[config.mk]
export PLATFORM = sky130hd
export DESIGN_NAME = z_core_muldiv_unit_flat
export DESIGN_NICKNAME = d
export VERILOG_FILES = /design/src/rtl/z_core_muldiv_unit_pkg.sv /design/src/rtl/z_core_muldiv_unit_if.sv /design/src/rtl/z_core_div_step.sv /design/src/rtl/z_core_muldiv_unit.sv /design/src/flat_wrapper.sv
export SDC_FILE = /design/constraint.sdc
export NUM_CORES = 1
export LEC_CHECK = 0
export ABC_CLOCK_PERIOD_IN_PS = 4600
export BUFFER_PORTS_ARGS = -buffer_cell sky130_fd_sc_hd__buf_2
export CELL_PAD_IN_SITES_DETAIL_PLACEMENT = 1
export CELL_PAD_IN_SITES_GLOBAL_PLACEMENT = 2
export CORE_AREA = 2 2 214 216
export DETAILED_ROUTE_END_ITERATION = 12
export DIE_AREA = 0 0 216 218
export HOLD_SLACK_MARGIN = 0.12
export PLACE_DENSITY_LB_ADDON = 0.1
export SYNTH_ARGS = -nofsm -noshare
export SYNTH_HDL_FRONTEND = slang
export SYNTH_SLANG_ARGS = --single-unit
[constraint.sdc]
create_clock -name clk -period 4.6 [get_ports clk]
set_input_delay 0.23 -clock clk [delete_from_list [all_inputs] [get_ports clk]]
set_output_delay 0.23 -clock clk [all_outputs]
set_load 0.02 [all_outputs]
[src/rtl/z_core_muldiv_unit_pkg.sv]
// Shared definitions for the RV32M multiply/divide unit: widths, funct3 codes,
// FSM encoding and the latched-operation control word.
package z_core_muldiv_unit_pkg;

  localparam int Z_XLEN  = 32;
  localparam int Z_CNT_W = 6;

  typedef enum logic [2:0] {
    F3_MUL    = 3'b000,
    F3_MULH   = 3'b001,
    F3_MULHSU = 3'b010,
    F3_MULHU  = 3'b011,
    F3_DIV    = 3'b100,
    F3_DIVU   = 3'b101,
    F3_REM    = 3'b110,
    F3_REMU   = 3'b111
  } funct3_e;

  typedef enum logic [1:0] {
    ST_IDLE = 2'd0,
    ST_CALC = 2'd1,
    ST_DONE = 2'd2
  } state_e;

  // neg: final result needs two's-complement correction
  // byp: result already sits in the low accumulator half (special case / fast multiply)
  typedef struct packed {
    logic [2:0] f3;
    logic [4:0] rd;
    logic       neg;
    logic       byp;
  } ctl_t;

  function automatic logic [Z_XLEN-1:0] cond_neg(input logic [Z_XLEN-1:0] v, input logic n);
    return n ? -v : v;
  endfunction

endpackage

[src/rtl/z_core_muldiv_unit_if.sv]
// Issue/writeback bundle between the control unit (master) and the muldiv unit (slave).
interface z_core_muldiv_unit_if #(
  parameter int XLEN = 32
);
  logic            start;
  logic            flush;
  logic [2:0]      funct3;
  logic [4:0]      rd_in_idx;
  logic [XLEN-1:0] rs1_val;
  logic [XLEN-1:0] rs2_val;
  logic            ready;
  logic            busy;
  logic            result_valid;
  logic [4:0]      wb_rd;
  logic [XLEN-1:0] wb_data;
  logic            wb_we;

  modport master (
    output start, flush, funct3, rd_in_idx, rs1_val, rs2_val,
    input  ready, busy, result_valid, wb_rd, wb_data, wb_we
  );

  modport slave (
    input  start, flush, funct3, rd_in_idx, rs1_val, rs2_val,
    output ready, busy, result_valid, wb_rd, wb_data, wb_we
  );
endinterface

[src/rtl/z_core_div_step.sv]
// One restoring-division iteration: shift in the next dividend bit, trial-subtract.
module z_core_div_step #(
  parameter int XLEN = 32
) (
  input  logic [XLEN-1:0] rem_i,
  input  logic            din,
  input  logic [XLEN-1:0] divisor,
  output logic [XLEN-1:0] rem_o,
  output logic            q_bit
);
  logic [XLEN:0] shifted, diff;

  // rem_i < divisor keeps shifted below 2*divisor, so bit XLEN of diff is the borrow
  always_comb begin
    shifted = {rem_i, din};
    diff    = shifted - {1'b0, divisor};
    q_bit   = ~diff[XLEN];
    rem_o   = q_bit ? diff[XLEN-1:0] : shifted[XLEN-1:0];
  end
endmodule

[src/rtl/z_core_muldiv_unit.sv]
// Iterative RV32M multiply/divide unit with a one-cycle writeback pulse.
// Z_CORE_FAST_MUL_EN: multiplies complete through a single-cycle product instead of shift-add.
module z_core_muldiv_unit
  import z_core_muldiv_unit_pkg::*;
#(
  parameter int XLEN  = Z_XLEN,
  parameter int CNT_W = Z_CNT_W
) (
  input  logic               clk,
  input  logic               reset,
  z_core_muldiv_unit_if.slave bus
);

  state_e            state_q, state_d;
  logic [CNT_W-1:0]  cnt_q, cnt_d;
  logic [2*XLEN-1:0] acc_q, acc_d;
  logic [XLEN-1:0]   op_q, op_d;
  ctl_t              ctl_q, ctl_d;
  logic              rv_q, rv_d;
  logic [4:0]        wb_rd_q, wb_rd_d;
  logic [XLEN-1:0]   wb_data_q, wb_data_d;

  // issue-time decode
  logic            is_div, a_sgn, b_sgn, sa, sb, div0, ovf, neg;
  logic [XLEN-1:0] abs_a, abs_b, spec_res;

  always_comb begin
    is_div   = bus.funct3[2];
    a_sgn    = is_div ? ~bus.funct3[0] : (bus.funct3[1:0] != 2'b11);
    b_sgn    = is_div ? ~bus.funct3[0] : ~bus.funct3[1];
    sa       = a_sgn & bus.rs1_val[XLEN-1];
    sb       = b_sgn & bus.rs2_val[XLEN-1];
    abs_a    = cond_neg(bus.rs1_val, sa);
    abs_b    = cond_neg(bus.rs2_val, sb);
    div0     = is_div && (bus.rs2_val == '0);
    ovf      = is_div && !bus.funct3[0] && (bus.rs2_val == '1) &&
               (bus.rs1_val == {1'b1, {(XLEN-1){1'b0}}});
    // remainder takes the dividend's sign, everything else the xor of both
    neg      = (is_div && bus.funct3[1]) ? sa : (sa ^ sb);
    if (div0) spec_res = bus.funct3[1] ? bus.rs1_val : '1;
    else      spec_res = bus.funct3[1] ? '0 : {1'b1, {(XLEN-1){1'b0}}};
  end

`ifdef Z_CORE_FAST_MUL_EN
  logic signed [2*XLEN-1:0] fa, fb, fprod;
  logic        [XLEN-1:0]   fast_res;

  // 33x33 signed product; the upper 64-bit wrap is harmless since the true product fits
  always_comb begin
    fa       = $signed({{XLEN{sa}}, bus.rs1_val});
    fb       = $signed({{XLEN{sb}}, bus.rs2_val});
    fprod    = fa * fb;
    fast_res = (bus.funct3 == F3_MUL) ? fprod[XLEN-1:0] : fprod[2*XLEN-1:XLEN];
  end
`endif

  // iteration datapath: shift-add multiply / restoring divide share acc_q
  logic [XLEN:0]     mul_sum;
  logic [2*XLEN-1:0] mul_acc, div_acc;
  logic [XLEN-1:0]   div_rem;
  logic              div_qbit;

  z_core_div_step #(.XLEN(XLEN)) u_div_step (
    .rem_i   (acc_q[2*XLEN-1:XLEN]),
    .din     (acc_q[XLEN-1]),
    .divisor (op_q),
    .rem_o   (div_rem),
    .q_bit   (div_qbit)
  );

  always_comb begin
    mul_sum = {1'b0, acc_q[2*XLEN-1:XLEN]} + ({(XLEN+1){acc_q[0]}} & {1'b0, op_q});
    mul_acc = {mul_sum, acc_q[XLEN-1:1]};
    div_acc = {div_rem, acc_q[XLEN-2:0], div_qbit};
  end

  // final result with sign correction
  logic [XLEN-1:0]   q_sel, done_res;
  logic [2*XLEN-1:0] prod;

  always_comb begin
    q_sel = ctl_q.f3[1] ? acc_q[2*XLEN-1:XLEN] : acc_q[XLEN-1:0];
    prod  = ctl_q.neg ? -acc_q : acc_q;
    if (ctl_q.byp)                done_res = acc_q[XLEN-1:0];
    else if (ctl_q.f3[2])         done_res = cond_neg(q_sel, ctl_q.neg);
    else if (ctl_q.f3 == F3_MUL)  done_res = prod[XLEN-1:0];
    else                          done_res = prod[2*XLEN-1:XLEN];
  end

  always_comb begin
    state_d   = state_q;
    cnt_d     = cnt_q;
    acc_d     = acc_q;
    op_d      = op_q;
    ctl_d     = ctl_q;
    rv_d      = 1'b0;
    wb_rd_d   = wb_rd_q;
    wb_data_d = wb_data_q;
    case (state_q)
      ST_IDLE: begin
        if (bus.start && !bus.flush) begin
          ctl_d.f3  = bus.funct3;
          ctl_d.rd  = bus.rd_in_idx;
          ctl_d.neg = neg;
          ctl_d.byp = 1'b0;
          cnt_d     = '0;
          if (div0 || ovf) begin
            ctl_d.byp = 1'b1;
            acc_d     = {{XLEN{1'b0}}, spec_res};
            state_d   = ST_DONE;
          end else if (is_div) begin
            op_d    = abs_b;
            acc_d   = {{XLEN{1'b0}}, abs_a};
            state_d = ST_CALC;
          end else begin
`ifdef Z_CORE_FAST_MUL_EN
            ctl_d.byp = 1'b1;
            acc_d     = {{XLEN{1'b0}}, fast_res};
            state_d   = ST_DONE;
`else
            op_d    = abs_a;
            acc_d   = {{XLEN{1'b0}}, abs_b};
            state_d = ST_CALC;
`endif
          end
        end
      end
      ST_CALC: begin
        acc_d = ctl_q.f3[2] ? div_acc : mul_acc;
        if (cnt_q == CNT_W'(XLEN-1)) state_d = ST_DONE;
        else                         cnt_d   = cnt_q + CNT_W'(1);
      end
      ST_DONE: begin
        rv_d      = 1'b1;
        wb_rd_d   = ctl_q.rd;
        wb_data_d = done_res;
        state_d   = ST_IDLE;
      end
      default: state_d = ST_IDLE;
    endcase
    if (bus.flush) begin
      state_d   = ST_IDLE;
      rv_d      = 1'b0;
      wb_rd_d   = wb_rd_q;
      wb_data_d = wb_data_q;
    end
  end

  always_ff @(posedge clk) begin
    if (reset) begin
      state_q   <= ST_IDLE;
      cnt_q     <= '0;
      acc_q     <= '0;
      op_q      <= '0;
      ctl_q     <= '0;
      rv_q      <= 1'b0;
      wb_rd_q   <= '0;
      wb_data_q <= '0;
    end else begin
      state_q   <= state_d;
      cnt_q     <= cnt_d;
      acc_q     <= acc_d;
      op_q      <= op_d;
      ctl_q     <= ctl_d;
      rv_q      <= rv_d;
      wb_rd_q   <= wb_rd_d;
      wb_data_q <= wb_data_d;
    end
  end

  assign bus.ready        = (state_q == ST_IDLE);
  assign bus.busy         = (state_q == ST_CALC) || (state_q == ST_DONE);
  assign bus.result_valid = rv_q;
  assign bus.wb_rd        = wb_rd_q;
  assign bus.wb_data      = wb_data_q;
  assign bus.wb_we        = rv_q && (wb_rd_q != 5'd0);

endmodule
[src/flat_wrapper.sv]
// flat-port wrapper written by rule: the top's interface ports become plain ports
module z_core_muldiv_unit_flat import z_core_muldiv_unit_pkg::*;
#(
  parameter int XLEN  = Z_XLEN,
  parameter int CNT_W = Z_CNT_W
)
  (clk, reset, bus_start, bus_flush, bus_funct3, bus_rd_in_idx, bus_rs1_val, bus_rs2_val, bus_ready, bus_busy, bus_result_valid, bus_wb_rd, bus_wb_data, bus_wb_we);
  z_core_muldiv_unit_if #(.XLEN(XLEN)) bus_i ();
  input  logic clk;
  input  logic reset;
  input wire logic [$bits(bus_i.start)-1:0] bus_start;
  input wire logic [$bits(bus_i.flush)-1:0] bus_flush;
  input wire logic [$bits(bus_i.funct3)-1:0] bus_funct3;
  input wire logic [$bits(bus_i.rd_in_idx)-1:0] bus_rd_in_idx;
  input wire logic [$bits(bus_i.rs1_val)-1:0] bus_rs1_val;
  input wire logic [$bits(bus_i.rs2_val)-1:0] bus_rs2_val;
  output wire logic [$bits(bus_i.ready)-1:0] bus_ready;
  output wire logic [$bits(bus_i.busy)-1:0] bus_busy;
  output wire logic [$bits(bus_i.result_valid)-1:0] bus_result_valid;
  output wire logic [$bits(bus_i.wb_rd)-1:0] bus_wb_rd;
  output wire logic [$bits(bus_i.wb_data)-1:0] bus_wb_data;
  output wire logic [$bits(bus_i.wb_we)-1:0] bus_wb_we;
  assign bus_i.start = bus_start;
  assign bus_i.flush = bus_flush;
  assign bus_i.funct3 = bus_funct3;
  assign bus_i.rd_in_idx = bus_rd_in_idx;
  assign bus_i.rs1_val = bus_rs1_val;
  assign bus_i.rs2_val = bus_rs2_val;
  assign bus_ready = bus_i.ready;
  assign bus_busy = bus_i.busy;
  assign bus_result_valid = bus_i.result_valid;
  assign bus_wb_rd = bus_i.wb_rd;
  assign bus_wb_data = bus_i.wb_data;
  assign bus_wb_we = bus_i.wb_we;
  z_core_muldiv_unit #(.XLEN(XLEN), .CNT_W(CNT_W)) u_core (.clk(clk), .reset(reset), .bus(bus_i));
endmodule
* Word level (Yosys, flattened, before mapping) *
Index checks and enable logic that the tools add are counted.
Widths: inputs -> output; s select.

storage, ports and cells
  bits of input ports = 76
  register bits after elaboration = 152
  bits in read-only memories = 0
  logic and storage cells = 89
  bits in latches = 0
  RAM bits = 0
  memories = 0

cells by class
  mux-type cells = 30
  shift operators = 0
  add/sub/neg operators = 7
  order comparisons = 0
  bitwise operators = 9
  divide/modulo/power cells = 0
  equality and inequality tests = 9
  reduce and logical (&&, ||, !) cells = 23
  $mul = 0

operators with widths
  cell                  number
  $mux 32               13
  $mux 64               4
  $pmux 64 s2           1
  $neg 32->32           3
  $eq 32x32->1 const B  2
  $neg 64->64           1
  $add 32x33->33        1
  $and 33x32->33        1
  $sub 33x32->33        1
  $logic_not 32->1      1
  $mux 6                2
  $pmux 6 s2            1
  $reduce_and 2->1      4
  $logic_and 1x1->1     7
  $add 6x1->6 const B   1
  $eq 6x5->1 const B    1
  $mux 2                3
  $reduce_and 3->1      2
  $mux 1                5
  $not 1->1             5
  $reduce_bool 5->1     1
  $ne 2x1->1 const B    2
  $ne 2x2->1 const B    2
  $pmux 2 s2            1
  other kinds (10)      13

* Depth between registers and ports, before layout *
Gate-level depths: netlist of the first run.

  word-level depth = 8
  gate-level depth with buffers = 16

* Hierarchy *
A second synthesis of the first run with hierarchy kept.

second synthesis, totals
  cells, all modules = 2,394
  area, all modules = 16,923.7 um^2

modules (own cells, without submodules)
  module              area each (um^2)  instances  cells an instance  sequential area each (um^2)
  z_core_muldiv_unit  14,565.2          1          2,089              3,042.9
  z_core_div_step     2,358.5           1          305                0.0

* Worst setup path before layout of the first run *
OpenSTA, ideal clock, no wires.

  path kind = reg2reg
  from = register u_core.ctl_q[8] in the netlist's numbering
  to = register u_core.wb_data_q[14], in the netlist u_core.bus.wb_data[14]
  data arrival time = 3.638 ns
  required time = 4.468 ns
  setup slack = 0.830 ns
  library setup time = 0.132 ns
  cell stages (with the launch flop) = 16
  path buffers = 5
  cells stage by stage = dfxtp_1 > buf_2 > buf_1 > buf_1 > clkbuf_1 > clkbuf_1 > mux2i_1 > ha_1 > o21a_1 > o211ai_1 > o21ai_0 > mux2_2 > o22ai_1 > a221oi_1 > a21oi_1 > nor3_1

between the ends
  longest elaborated chain between the ends = 5

RTL lines
  what                    line                          text
  from (decl)             z_core_muldiv_unit.sv:18      ctl_t ctl_q, ctl_d;
  from (signal assigned)  z_core_muldiv_unit.sv:164     ctl_q <= ctl_d;
  $mux 32                 z_core_muldiv_unit.sv:82      q_sel = ctl_q.f3[1] ? acc_q[2*XLEN-1:XLEN] : acc_q[XLEN-1:0];
  $neg 32->32             z_core_muldiv_unit_pkg.sv:35  return n ? -v : v;
  $mux 32                 z_core_muldiv_unit_pkg.sv:35
  $mux 32 *               z_core_muldiv_unit.sv:85      else if (ctl_q.f3[2]) done_res = cond_neg(q_sel, ctl_q.neg);
  $mux 32 *               z_core_muldiv_unit.sv:84      if (ctl_q.byp) done_res = acc_q[XLEN-1:0];
  to (signal assigned)    z_core_muldiv_unit.sv:167     wb_data_q <= wb_data_d;
  to (decl)               z_core_muldiv_unit.sv:21      logic [XLEN-1:0] wb_data_q, wb_data_d;

Mark *: on every way between the ends. The rest lies on a longest branch, timed or not.
A chain may end at the register's enable or synchronous reset.

* Worst setup path after layout of the first run *
  from = register u_core.acc_q[31]
  to = register u_core.acc_q[51]

between the ends
  longest elaborated chain between the ends = 4

RTL lines
  what                    line                       text
  from (decl)             z_core_muldiv_unit.sv:16   logic [2*XLEN-1:0] acc_q, acc_d;
  from (signal assigned)  z_core_muldiv_unit.sv:153  acc_q <= '0;
  from (signal assigned)  z_core_muldiv_unit.sv:162  acc_q <= acc_d;
  $sub 33x32->33          z_core_div_step.sv:16      diff = shifted - {1'b0, divisor};
  $mux 32                 z_core_div_step.sv:18      rem_o = q_bit ? diff[XLEN-1:0] : shifted[XLEN-1:0];
  $mux 64                 z_core_muldiv_unit.sv:129  acc_d = ctl_q.f3[2] ? div_acc : mul_acc;
  $pmux 64 s2             z_core_muldiv_unit.sv:99   case (state_q)

Every way passes these cells.

==> reports/metrics.cfg, run 1 <==
[die]
dieHeight_um=218
die_w_um=216
core_area_um2=44900
io_pins=117
start_util_pct=35.7
fp.dieArea_um2=47100
std_cell_rows=78

[power]
vdd_ir_drop_max_uv=237
power.density_nw_per_um2=256
power_mw=4.60
power.leakage_nw=7.03

[synthesis]
ys_ff_latch=152
synth-edff-count=0
syn_inst=2275
synth_nets=2426
async_flop_share_pct=0
syn_area_um2=16000
avgSynthCellArea_um2=7.04
yosys_warnings=0
ys_seq_area_share_pct=19.0
ys_types=87
synth_flop_cell=dfxtp_1

[global_route]
grt_pass1_vias=18157
grt_usage_pct=31.3
grt-ovfl-total=0
grt_start_max_net_pins=86
antenna_found_initial=1
grt_pass1_wl_um=113000

[timing]
relSlewSlack_pct=14.2
slew_viol_final=0
timing.final.crit_share_pct=94.3
grt_setup_unrepaired=false
fin_setup_tns_ns=0
skew_ns=0.0196
hold_viol=0
clock.fmax_mhz=231
worstMarginPinSlew_ns=1.28
finalSetupViolCount=0
fin_crit_ns=4.34

[layout]
fin_cells=2938
num-fill-cells=5706
drive_above_1_share_pct=12.6
layout.nets=2475
syn_to_final_growth_pct=12.2
final_cell_area_um2=18000

[detailed_routing]
ant_nets=0
routedWlPerCell_um=25.2
first_pass_iters=5
via_per_inst=6.08
drc=0
drt_iter0_drc=1370
vias=17863
routed_wl_um=73900

[cts]
root_buffer=clkbuf_16
cts_buffers=17
ctsHtreeMaxLevel=4
cts_resized=0
cts.sinks=152
clk_latency_ns=0.51
clockBufferDepth=2
cts_tree=yes
cts_setup_buffers=0
clkTransAtPathRegs_ns=0.07

[critical_path]
crit_path_start_kind=flip-flop
r2r_end=u_core.acc_q[51]
cp-end-kind=flip-flop
crit_fanout=10
rr_startpoint=u_core.acc_q[31]
rrSetupSlack_ns=0.26
critPathRequiredTime_ns=5.03
arrival_ns=4.77
crit_type=reg2reg
r2r_cells=13

[hold_path]
hold-path-cell-count=3
hp-class=in2reg
hp-start=bus_rs1_val[27]
hold_end=u_core.acc_q[27]

[place]
hpwl_um=56800
place_inst=2896
gp_congestion=0.907
port_buffers=116
place_area_um2=17300

[run]
maxCapViolCount=0

[status]
outcome=complete, no violations

-- power breakdown --
part / switching [mW] / internal, mW / total [mW] / leakage [nW]
logic: 1.14 / 0.596 / 1.73 / 5.53
clock network: 0.707 / 0.705 / 1.41 / 0.265
registers: 0.0754 / 1.38 / 1.45 / 1.24
total: 1.92 / 2.68 / 4.60 / 7.03
-- stage by stage --
stage | utilization [%] | setup WS [ns] | hold slack (ns)
global route | 40.0 | 0.137 | 0.177
detailed placement | 38.6 | 0.343 | 0.440
floorplan | - | 0.830 | 0.309
CTS | 40.0 | 0.317 | 0.156
finish | 40.0 | 0.263 | 0.183
global placement | 38.6 | 0.367 | 0.429
-- what timing repair did --
| item | 4_1_cts | 5_1_grt |
|---|---|---|
| endpoints found under the setup margin | 0 | 0 |
| hold endpoints to repair | 10 | 0 |
| hold buffers | 9 | 0 |
-- synth_stat cells (41+ instances only) --
cell / number / share of area, %
xor2_1: 85 / 4.6
nor3_1: 85 / 2.7
o31ai_1: 41 / 1.9
nor2_1: 185 / 4.3
clkbuf_1: 149 / 3.5
ha_1: 73 / 5.7
o21ai_0: 235 / 7.3
mux2i_1: 79 / 4.9
a21oi_1: 207 / 6.5
inv_1: 71 / 1.7
xnor2_1: 93 / 5.1
nand2_1: 234 / 5.5
dfxtp_1: 152 / 19
-- how the worst max path moves through the flow --
| stage | startpoint | endpoint | slack, ns |
|---|---|---|---|
| after floorplan | u_core.ctl_q[8] | u_core.bus.wb_data[14] | 0.83 |
| after global placement | u_core.acc_q[31] | u_core.acc_q[51] | 0.37 |
| after detailed placement | u_core.acc_q[31] | u_core.acc_q[51] | 0.34 |
| after CTS | u_core.acc_q[31] | u_core.acc_q[51] | 0.32 |
| after global routing | u_core.acc_q[31] | u_core.acc_q[61] | 0.14 |
| final | u_core.acc_q[31] | u_core.acc_q[51] | 0.26 |
-- logic make-up after synthesis --
logic type | Yosys count | share of synthesized area, %
AOI/OAI and AO/OA | 788 | 31.0
xor gates and xnor gates | 178 | 9.73
adders and majority gates | 75 | 5.95
buffers and inverters | 255 | 6.20
DFF | 152 | 19.0
muxes | 97 | 6.20
and+or+nand+nor | 730 | 22.0
-- registers in the layout, summed over array words and instances, names as in the netlist --
register / flops
u_core.bus.result_valid: 1
u_core.state_q: 2
u_core.bus.wb_rd: 5
u_core.ctl_q: 10
u_core.op_q: 32
u_core.acc_q: 64
u_core.bus.wb_data: 32
u_core.cnt_q: 6
-- per-layer routing --
layer	global-route usage, %	vias to the layer above	part of all wire [%]
met1	41.1	8835	45
li1	-	8407	-
met5	0	-	0
met3	4.16	137	4.6
met4	13.9	0	4.3
met2	51.1	484	46
-- worst max-delay path, cell delays in order, from the launching register on --
cell and delay [ns]:
dfxtp_1 0.70, inv_1 0.28, ha_1 0.30, fa_1 0.38, nand2b_1 0.19, a21oi_1 0.36
o2111ai_1 0.20, nand3_1 0.16, o31a_1 0.23, or3_1 0.32, nand2_1 0.30, buf_4 0.31
o31ai_1 0.31, a221o_1 0.20
-- cell type report --
type / instances / area (um^2) / area share (%)
Timing Repair Buffer: 211 / 1330 / 7.39
Antenna cell: 1 / 2.50 / 0.0139
Tap cell: 600 / 751 / 4.18
Sequential cell: 152 / 3050 / 17.0
Multi-Input combinational cell: 1868 / 12000 / 66.9
Clock inverter: 13 / 111 / 0.619
Clock buffer: 19 / 433 / 2.41
Inverter: 74 / 278 / 1.55
-- placed cells by master, fill, tap and decap left out, types with 79 or more instances in the layout --
| cell type | instances |
|---|---|
| o21ai_0 | 235 |
| nand2_1 | 234 |
| a21oi_1 | 207 |
| nor2_1 | 184 |
| dfxtp_1 | 149 |
| buf_2 | 116 |
| xnor2_1 | 93 |
| xor2_1 | 85 |
| buf_4 | 85 |
| nor3_1 | 83 |
| mux2i_1 | 79 |
No activity file was read; power rests on OpenSTA's default activity.
==> run 2, diff against run 1 <==
--- a/config.mk
+++ b/config.mk
@@ -13,5 +13,5 @@
 export DETAILED_ROUTE_END_ITERATION = 12
 export DIE_AREA = 0 0 216 218
-export HOLD_SLACK_MARGIN = 0.12
+export HOLD_SLACK_MARGIN = 0.06
 export PLACE_DENSITY_LB_ADDON = 0.1
 export SYNTH_ARGS = -nofsm -noshare
==> constraint.sdc (replaced) <==
create_clock -name clk -period 4.6 [get_ports clk]
set_input_delay 0.46 -clock clk [delete_from_list [all_inputs] [get_ports clk]]
set_output_delay 0.46 -clock clk [all_outputs]
set_load 0.02 [all_outputs]
==> run 2 against run 1 <==
  * Clock power rose by 11%
  * Die area did not move
  * Maximum frequency fell by 0.33%
  * Count of clock-buffer cells in the layout fell by 1
  * Non-clock buffer count fell by 13
  * First-iteration DRC count rose by 11%
  * Register-to-register slack barely moved
  * Via count rose by 0.26%
  * Worst hold slack got worse by 0.00071 ns
  * Largest cell class unchanged
  * Largest power group unchanged
==> reports/metrics.cfg, run 2 (same netlist as run 1, synthesis figures left out) <==
[power]
power_mw=4.73
power.leakage_nw=7.00
power.density_nw_per_um2=264
vdd_ir_drop_max_uv=259

[cts]
ctsHtreeMaxLevel=4
root_buffer=clkbuf_16
cts_buffers=17
clk_latency_ns=0.51
cts.sinks=152
cts_tree=yes
clkTransAtPathRegs_ns=0.08
cts_setup_buffers=0
clockBufferDepth=2

[die]
dieHeight_um=218
std_cell_rows=78
core_area_um2=44900
die_w_um=216
start_util_pct=35.7
fp.dieArea_um2=47100
io_pins=117

[critical_path]
slowest_stage=dfxtp_1
rr_startpoint=u_core.acc_q[31]
cp-end-kind=flip-flop
crit_buf_inv=1
path_cells=inv_1 -> ha_1 -> fa_1 -> nand2b_1 -> a21oi_1 -> o2111ai_1 -> nand3_1 -> o31a_1 -> or3_1 -> nand2_2 -> o311ai_0 -> a32o_1
crit_path_start=u_core.acc_q[31]
crit_type=reg2reg
critPathRequiredTime_ns=5.05
crit_fanout=17
critPathTopFamily=compound AO/OA/AOI/OAI gates
worst_path_largest_cell_delay_ns=0.71
crit_path_start_kind=flip-flop
arrival_ns=4.80

[place]
place_inst=2892
gp_congestion=0.925
hpwl_um=57500
pre_cts_ws_ns=0.130
port_buffers=116

[detailed_routing]
via_per_inst=6.13
drt_iter0_drc=1519
ant_nets=0
routedWlPerCell_um=25.4
vias=17910
drc=0
first_pass_iters=5
routed_wl_um=74400

[timing]
setup_ws_ns=0.249
hold_viol=0
slew_viol_final=0
timing.final.crit_share_pct=94.6
grt_setup_unrepaired=false
fin_crit_ns=4.35
relSlewSlack_pct=26.7
fin_setup_tns_ns=0
clock.fmax_mhz=230
worstMarginPinSlew_ns=1.09
skew_ns=0.0158
finalSetupViolCount=0

[layout]
final_cell_mix=o21ai_0, nand2_1, a21oi_1
layout.nets=2462
num-fill-cells=5746
drive_above_1_share_pct=12.6
syn_to_final_growth_pct=11.8
utilization_pct=39.9
layout_commonest_cell=o21ai_0
fin_cells=2924
largest_register_ffs=64
regMostFlops=u_core.acc_q
insertedDiodeCount=0

[global_route]
grt_usage_pct=31.6
grt_start_max_net_pins=86
grt_pass1_vias=18076
grt-ovfl-total=0
antenna_found_initial=1
grt_pass1_wl_um=113000

[hold_path]
hp-class=in2reg
hp-start=bus_rd_in_idx[0]

[status]
outcome=complete, no violations

[run]
maxCapViolCount=0

## run 2: changes by cell type in the layout (fill, tap and decap cells not counted), sizes merged
cell	change
diode	-1
clkbuf	-1
clkinvlp	-1
bufinv	+2
dlygate4sd3	-9
buf	-4
## run 2: worst paths after layout
kind	to	slack, ns	depth (start not counted)
hold reg to reg	u_core.bus.wb_data[11]	0.45	2
hold / removal	u_core.ctl_q[2]	0.18	3
setup / recovery	u_core.acc_q[61]	0.25	12
setup reg to reg	u_core.acc_q[61]	0.25	12
## run 2: power breakdown
group | switching, mW | internal [mW] | total, mW
Sequential | 0.0751 | 1.38 | 1.45
Clock | 0.732 | 0.824 | 1.56
Combinational | 1.14 | 0.592 | 1.73
## run 2: worst register-to-register path, cell delays in order, from the launching register on
cell and delay [ns]:
dfxtp_1 0.71, inv_1 0.29, ha_1 0.30, fa_1 0.38
nand2b_1 0.20, a21oi_1 0.37, o2111ai_1 0.20, nand3_1 0.16
o31a_1 0.22, or3_1 0.35, nand2_2 0.35, o311ai_0 0.54
a32o_1 0.22
## run 2: cell type report
| type | count | area [um^2] | share of cell area [%] |
|---|---|---|---|
| Multi-Input combinational cell | 1868 | 12000 | 67.1 |
| Sequential cell | 152 | 3050 | 17.0 |
| Timing Repair Buffer | 198 | 1210 | 6.75 |
| Tap cell | 600 | 751 | 4.19 |
| Clock buffer | 18 | 429 | 2.40 |
| Inverter | 74 | 278 | 1.55 |
| Clock inverter | 14 | 180 | 1.01 |
## run 2: metrics by stage
step,hold WS (ns),instance area (um^2)
after global routing,0.189,17900
after floorplan,0.425,16000
after global placement,0.429,17300
final,0.182,17900
after CTS,0.161,17900
after detailed placement,0.440,17300
## run 2: what timing repair did
action | 4_1_cts | 5_1_grt
setup endpoints to repair | 0 | 4
gates resized for setup | 0 | 1
hold buffers | 0 | 0
## run 2: per-layer routing
layer / GRT usage [%] / routed length, um
met5: 0 / 0
met4: 13.9 / 3050
met3: 3.43 / 3550
met2: 51.5 / 33900
met1: 42.2 / 33900
